[src/rtl/dbg_abs_cmd_ctrl.sv]
// Abstract-command sequencer: decodes DM Access Register commands
// and drives one access per command on the dbg_ar_* port.
module dbg_abs_cmd_ctrl #(
  parameter int unsigned RD_LAT = 1
) (
  input  logic        clk_i,
  input  logic        reset_i,
  input  logic        cmd_valid_i,
  input  logic [31:0] cmd_i,
  input  logic [31:0] data0_i,
  input  logic        cmderr_clr_i,
  input  logic        core_halted_i,
  input  logic [31:0] dbg_ar_di_i,
  output logic        dbg_ar_en_o,
  output logic        dbg_ar_wr_o,
  output logic [15:0] dbg_ar_ad_o,
  output logic [31:0] dbg_ar_do_o,
  output logic [31:0] data0_o,
  output logic        data0_we_o,
  output logic [15:0] regno_o,
  output logic        regno_we_o,
  output logic        busy_o,
  output logic [2:0]  cmderr_o
);

  typedef enum logic [2:0] {
    S_IDLE,
    S_CHECK,
    S_ACCESS,
    S_WAIT,
    S_DONE
  } state_e;

  localparam logic [2:0] ERR_NONE   = 3'd0;
  localparam logic [2:0] ERR_BUSY   = 3'd1;
  localparam logic [2:0] ERR_NOTSUP = 3'd2;
  localparam logic [2:0] ERR_EXC    = 3'd3;
  localparam logic [2:0] ERR_HALT   = 3'd4;

  localparam logic [2:0] LAT_M1 = 3'(RD_LAT - 1);

  state_e      state_q, state_d;
  logic [31:0] cmd_q, cmd_d;
  logic [31:0] wdata_q, wdata_d;
  logic [31:0] rdata_q, rdata_d;
  logic [2:0]  cnt_q, cnt_d;
  logic [2:0]  cmderr_q, cmderr_d;
  logic [2:0]  fsm_err;
  logic [2:0]  new_err;
  logic        busy_err;

  logic [7:0]  cmdtype;
  logic [2:0]  aarsize;
  logic        postinc;
  logic        postexec;
  logic        transfer;
  logic        write;
  logic [15:0] regno;
  logic        unsup;
  logic        unused_rsvd;

  assign cmdtype     = cmd_q[31:24];
  assign aarsize     = cmd_q[22:20];
  assign postinc     = cmd_q[19];
  assign postexec    = cmd_q[18];
  assign transfer    = cmd_q[17];
  assign write       = cmd_q[16];
  assign regno       = cmd_q[15:0];
  assign unused_rsvd = cmd_q[23];

  assign unsup = (cmdtype != 8'd0) || postexec ||
                 (transfer && (aarsize != 3'd2));

  always_comb begin
    state_d = state_q;
    cmd_d   = cmd_q;
    wdata_d = wdata_q;
    rdata_d = rdata_q;
    cnt_d   = cnt_q;
    fsm_err = ERR_NONE;
    unique case (state_q)
      S_IDLE: begin
        if (cmd_valid_i &&
            ((cmderr_q == ERR_NONE) || cmderr_clr_i)) begin
          cmd_d   = cmd_i;
          wdata_d = data0_i;
          state_d = S_CHECK;
        end
      end
      S_CHECK: begin
        // First matching rule wins.
        if (unsup) begin
          fsm_err = ERR_NOTSUP;
          state_d = S_IDLE;
        end else if (!transfer) begin
          state_d = S_DONE;
        end else if (!core_halted_i) begin
          fsm_err = ERR_HALT;
          state_d = S_IDLE;
        end else if (regno > 16'h103F) begin
          fsm_err = ERR_EXC;
          state_d = S_IDLE;
        end else begin
          state_d = S_ACCESS;
        end
      end
      S_ACCESS: begin
        if (write) begin
          state_d = S_DONE;
        end else begin
          cnt_d   = LAT_M1;
          state_d = S_WAIT;
        end
      end
      S_WAIT: begin
        if (!core_halted_i) begin
          fsm_err = ERR_HALT;
          state_d = S_IDLE;
        end else if (cnt_q != 3'd0) begin
          cnt_d = cnt_q - 3'd1;
        end else begin
          rdata_d = dbg_ar_di_i;
          state_d = S_DONE;
        end
      end
      S_DONE: begin
        state_d = S_IDLE;
      end
      default: begin
        state_d = S_IDLE;
      end
    endcase
  end

  // Sticky error: only a zero (or cleared) field takes a new code.
  always_comb begin
    busy_err = cmd_valid_i && (state_q != S_IDLE);
    new_err  = ERR_NONE;
    if (fsm_err != ERR_NONE) begin
      new_err = fsm_err;
    end else if (busy_err) begin
      new_err = ERR_BUSY;
    end
    cmderr_d = cmderr_clr_i ? ERR_NONE : cmderr_q;
    if ((new_err != ERR_NONE) &&
        ((cmderr_q == ERR_NONE) || cmderr_clr_i)) begin
      cmderr_d = new_err;
    end
  end

  always_ff @(posedge clk_i) begin
    if (reset_i) begin
      state_q  <= S_IDLE;
      cmd_q    <= '0;
      wdata_q  <= '0;
      rdata_q  <= '0;
      cnt_q    <= '0;
      cmderr_q <= ERR_NONE;
    end else begin
      state_q  <= state_d;
      cmd_q    <= cmd_d;
      wdata_q  <= wdata_d;
      rdata_q  <= rdata_d;
      cnt_q    <= cnt_d;
      cmderr_q <= cmderr_d;
    end
  end

  logic acc;
  logic done;

  assign acc  = (state_q == S_ACCESS);
  assign done = (state_q == S_DONE);

  assign busy_o      = (state_q != S_IDLE);
  assign dbg_ar_en_o = acc;
  assign dbg_ar_wr_o = acc && write;
  assign dbg_ar_ad_o = acc ? regno : 16'h0;
  assign dbg_ar_do_o = acc ? wdata_q : 32'h0;

  assign data0_o    = rdata_q;
  assign data0_we_o = done && transfer && !write;
  assign regno_we_o = done && postinc;
  assign regno_o    = regno_we_o ? (regno + 16'd1) : 16'h0;
  assign cmderr_o   = cmderr_q;

endmodule

[config.mk]
export PLATFORM = sky130hd
export DESIGN_NAME = dbg_abs_cmd_ctrl
export DESIGN_NICKNAME = d
export VERILOG_FILES = /design/src/rtl/dbg_abs_cmd_ctrl.sv
export SDC_FILE = /design/constraint.sdc
export NUM_CORES = 1
export LEC_CHECK = 0
export CORE_MARGIN = 1
export CORE_UTILIZATION = 45
export DETAILED_ROUTE_END_ITERATION = 12
export GPL_TIMING_DRIVEN = 0
export MAX_ROUTING_LAYER = met4
export PLACE_DENSITY = 0.88
export SETUP_SLACK_MARGIN = 0.3
export SYNTH_ARGS = -nofsm -noshare
export SYNTH_HDL_FRONTEND = slang
export SYNTH_SLANG_ARGS = --single-unit
[constraint.sdc]
create_clock -name clk_i -period 4.75 [get_ports clk_i]
set_input_delay 0.7125 -clock clk_i [delete_from_list [all_inputs] [get_ports clk_i]]
set_output_delay 0.7125 -clock clk_i [all_outputs]
set_load 0.01 [all_outputs]
==> run summary <==
Post-route ant nets: 0
Slew @ Worst Pin: 532 ps
Net Count, Synth: 719
CP Buf/Inv Count: 4
Count of final hold-check violations: 0
Top Metal Used: met4
P per Cell Area: 258 mW/mm²
Pre-antenna DRT Iters: 4
CTS max path bufs: 2
Clock skew: 7.10 ps
Port Buf Inserts: 201
Initial antenna violation count: 0
Critical path capture point type: output port
Residual DRC: 0
Largest net degree at the start of global routing: 17
CTS Sinks: 104
Row cnt: 36
Hold Path Sink: wdata_q[16]
Die area: 0.0106 mm²
GPL Wtd Cong: 0.888
Setup CP Type: reg -> out
Max VDD drop: 0.160 mV
Ys Warns: 0
Crit. Startpoint: state_q[2]
Worst stage delay on the critical path: 530 ps
CTS Hold Bufs: 0
ANT cells: 0
Register area: 0.00208 mm²
Vias in the first global route: 4768
Via/cell ratio: 5.07
Slew Limit Fails: 0
Area of the multi-input gates: 0.00226 mm²
Final #Nets: 931
Cell breakdown of the critical path: nand2b_1, buf_2, nor2_1, clkbuf_1, clkbuf_2, and2_1, clkdlybuf4s50_1
Total power: 1800 µW
Wirelength per Cell: 14.2 µm
Die Y: 103 µm
Commonest non-fill, non-tap cells in the layout: 204 x nand2_1, 201 x clkdlybuf4s50_1, 104 x dfxtp_1
Synth Instances: 615
First-pass GRT wire length: 21.7 mm
Outcome: completed
Slowest cell on the critical path: clkdlybuf4s50_1
Post-route setup TNS: 0 ps
Commonest non-fill, non-tap cell in the layout: nand2_1
Reg2Reg Depth: 5
Quantity of gates resized following cts: 0
Worst skew pair latency: 360 ps
FF-to-FF setup slack: 2930 ps
CTS root buffer: clkbuf_8
Max Freq: 296 MHz
Final setup vio count: 0
Slew margin rel.: 0.645
Filler cell count: 833
# IOs: 205
Hold wc startpoint: wdata_q[16]
Max-Cap Viols: 0
Via count: 4897
CTS Buf Count: 9
CP Max Fanout: 10
Final Cycle Share: 0.712
Leakage: 0.00252 µW
Core occupancy in the finished layout: 0.712
Post-Place Worst Slack: 1760 ps
Number of synthesized register bits: 104
Post-Syn Area: 0.00459 mm²
Worst min path class: reg -> reg
Fin worst setup slack: 1370 ps
Reg2reg start: cmd_q[31]
CP arrival: 2670 ps
Routed length on met2: 6.94 mm
Grt total ovfl: 0
CTS tree: yes
Total track usage: 0.270
Syn-to-layout area delta: 52.3%
Fin area: 0.00699 mm²
Met3 Wirelength: 746 µm
CP top delay family: buffers and inverters
WHS Path Cells: 2
Detailed Route WL: 13.7 mm
Post-CTS Setup Bufs: 0
Clk slew on worst S/H paths: 100 ps
Reg2Reg Capture Point: cmderr_o[0]
Layout cell share with drive strength beyond 1: 0.0529
Period minus WS final: 3380 ps
Initial Util: 0.467
Unrepaired setup endpoints after global routing: false
Detailed placer's ending HPWL: 10.6 mm
Die width: 103 µm
Synth unique cells: 42
Core area: 0.00982 mm²
Nature of the critical path startpoint: flip-flop
Metal-1 WL: 5.60 mm
Critical path required time: 4040 ps
Initial DRC count: 198
Sequential area share after synthesis: 0.454
Placement Cell Area: 0.00677 mm²
Syn avg cell area: 7.46 µm²
H-tree depth: 3
final cells by class:
class	count	share of cell area
sequential	104	0.298
tap	133	0.0238
buffer	43	0.0317
multi-input combinational	463	0.324
clock inverter	5	0.0115
timing repair buffer	201	0.288
inverter	5	0.00269
clock buffer	11	0.0202
worst min-delay path, stage by stage, from the launching register on:
cell     delay, ps
dfxtp_1        320
nand2_1         50
a21oi_1         50
through the flow:
stage | hold slack [ps] | instances
finish | 457 | 965
global route | 475 | 965
CTS | 456 | 965
detailed placement | 442 | 949
global placement | 438 | 949
floorplan | 432 | 615
worst max-delay path by stage:
| stage | endpoint | slack, ps | cells past startpoint |
|---|---|---|---|
| final | dbg_ar_do_o[20] | 1370 | 7 |
| after global routing | dbg_ar_do_o[17] | 1200 | 7 |
| after CTS | dbg_ar_do_o[20] | 1370 | 7 |
| after detailed placement | dbg_ar_do_o[20] | 1760 | 7 |
| after global placement | dbg_ar_do_o[15] | 1810 | 7 |
| after floorplan | regno_o[15] | 2570 | 5 |
state kept, by name, indices dropped and copies added (netlist names):
register / flops
cmd_q: 31
cmderr_o: 3
cnt_q: 3
data0_o: 32
state_q: 3
wdata_q: 32
synthesized netlist by cell type:
master / instances / area [µm²]
a211o_1: 1 / 8.76
a21o_1: 1 / 7.51
a21oi_1: 102 / 510
a221oi_1: 1 / 8.76
a31oi_1: 2 / 12.5
a41oi_1: 1 / 8.76
and2_1: 51 / 319
and3_1: 3 / 18.8
and3_4: 1 / 11.3
and4_1: 1 / 8.76
buf_2: 17 / 85.1
buf_4: 2 / 15.0
buf_6: 4 / 45.0
clkbuf_1: 19 / 71.3
clkbuf_2: 1 / 5.00
dfxtp_1: 104 / 2080
ha_1: 3 / 37.5
inv_1: 5 / 18.8
mux2i_1: 1 / 10.0
nand2_1: 204 / 766
nand2b_1: 4 / 25.0
nand3_1: 10 / 50.1
nand3b_1: 2 / 15.0
nand4_1: 3 / 18.8
nor2_1: 27 / 101
nor2_4: 1 / 11.3
nor2b_1: 3 / 18.8
nor3_1: 6 / 30.0
nor3_2: 1 / 10.0
nor4_1: 3 / 18.8
o211ai_1: 1 / 7.51
o21ai_0: 5 / 25.0
o21ai_1: 1 / 5.00
o221ai_1: 1 / 8.76
o32ai_1: 1 / 8.76
o41ai_1: 2 / 17.5
or2_1: 1 / 6.26
or3_1: 4 / 25.0
or3_4: 1 / 11.3
or3b_2: 1 / 8.76
xnor2_1: 3 / 26.3
xor2_1: 10 / 87.6
metal layers:
metal | GRT usage | vias to the layer above
met3 | 0.0475 | 36
met5 | - | -
met4 | 0.129 | 0
li1 | - | 2424
met1 | 0.305 | 2257
met2 | 0.463 | 180
cell families (layout without fill, tap and decap cells):
| family | Yosys count | in the layout | share of synthesized area |
|---|---|---|---|
| AND/OR/NAND/NOR | 327 | 327 | 0.321 |
| AO/OA/AOI/OAI | 119 | 119 | 0.137 |
| adder cells (fa/ha/maj) | 3 | 3 | 0.00818 |
| buffers and inverters | 48 | 265 | 0.0524 |
| XOR/XNOR | 13 | 13 | 0.0248 |
| flip-flops | 104 | 104 | 0.454 |
| multiplexers | 1 | 1 | 0.00218 |
power by group:
part / total (µW) / internal (µW) / switching, µW
clock: 608 / 311 / 298
sequential: 943 / 913 / 30.6
combinational: 251 / 131 / 121
(Power assumes the default switching activity.)
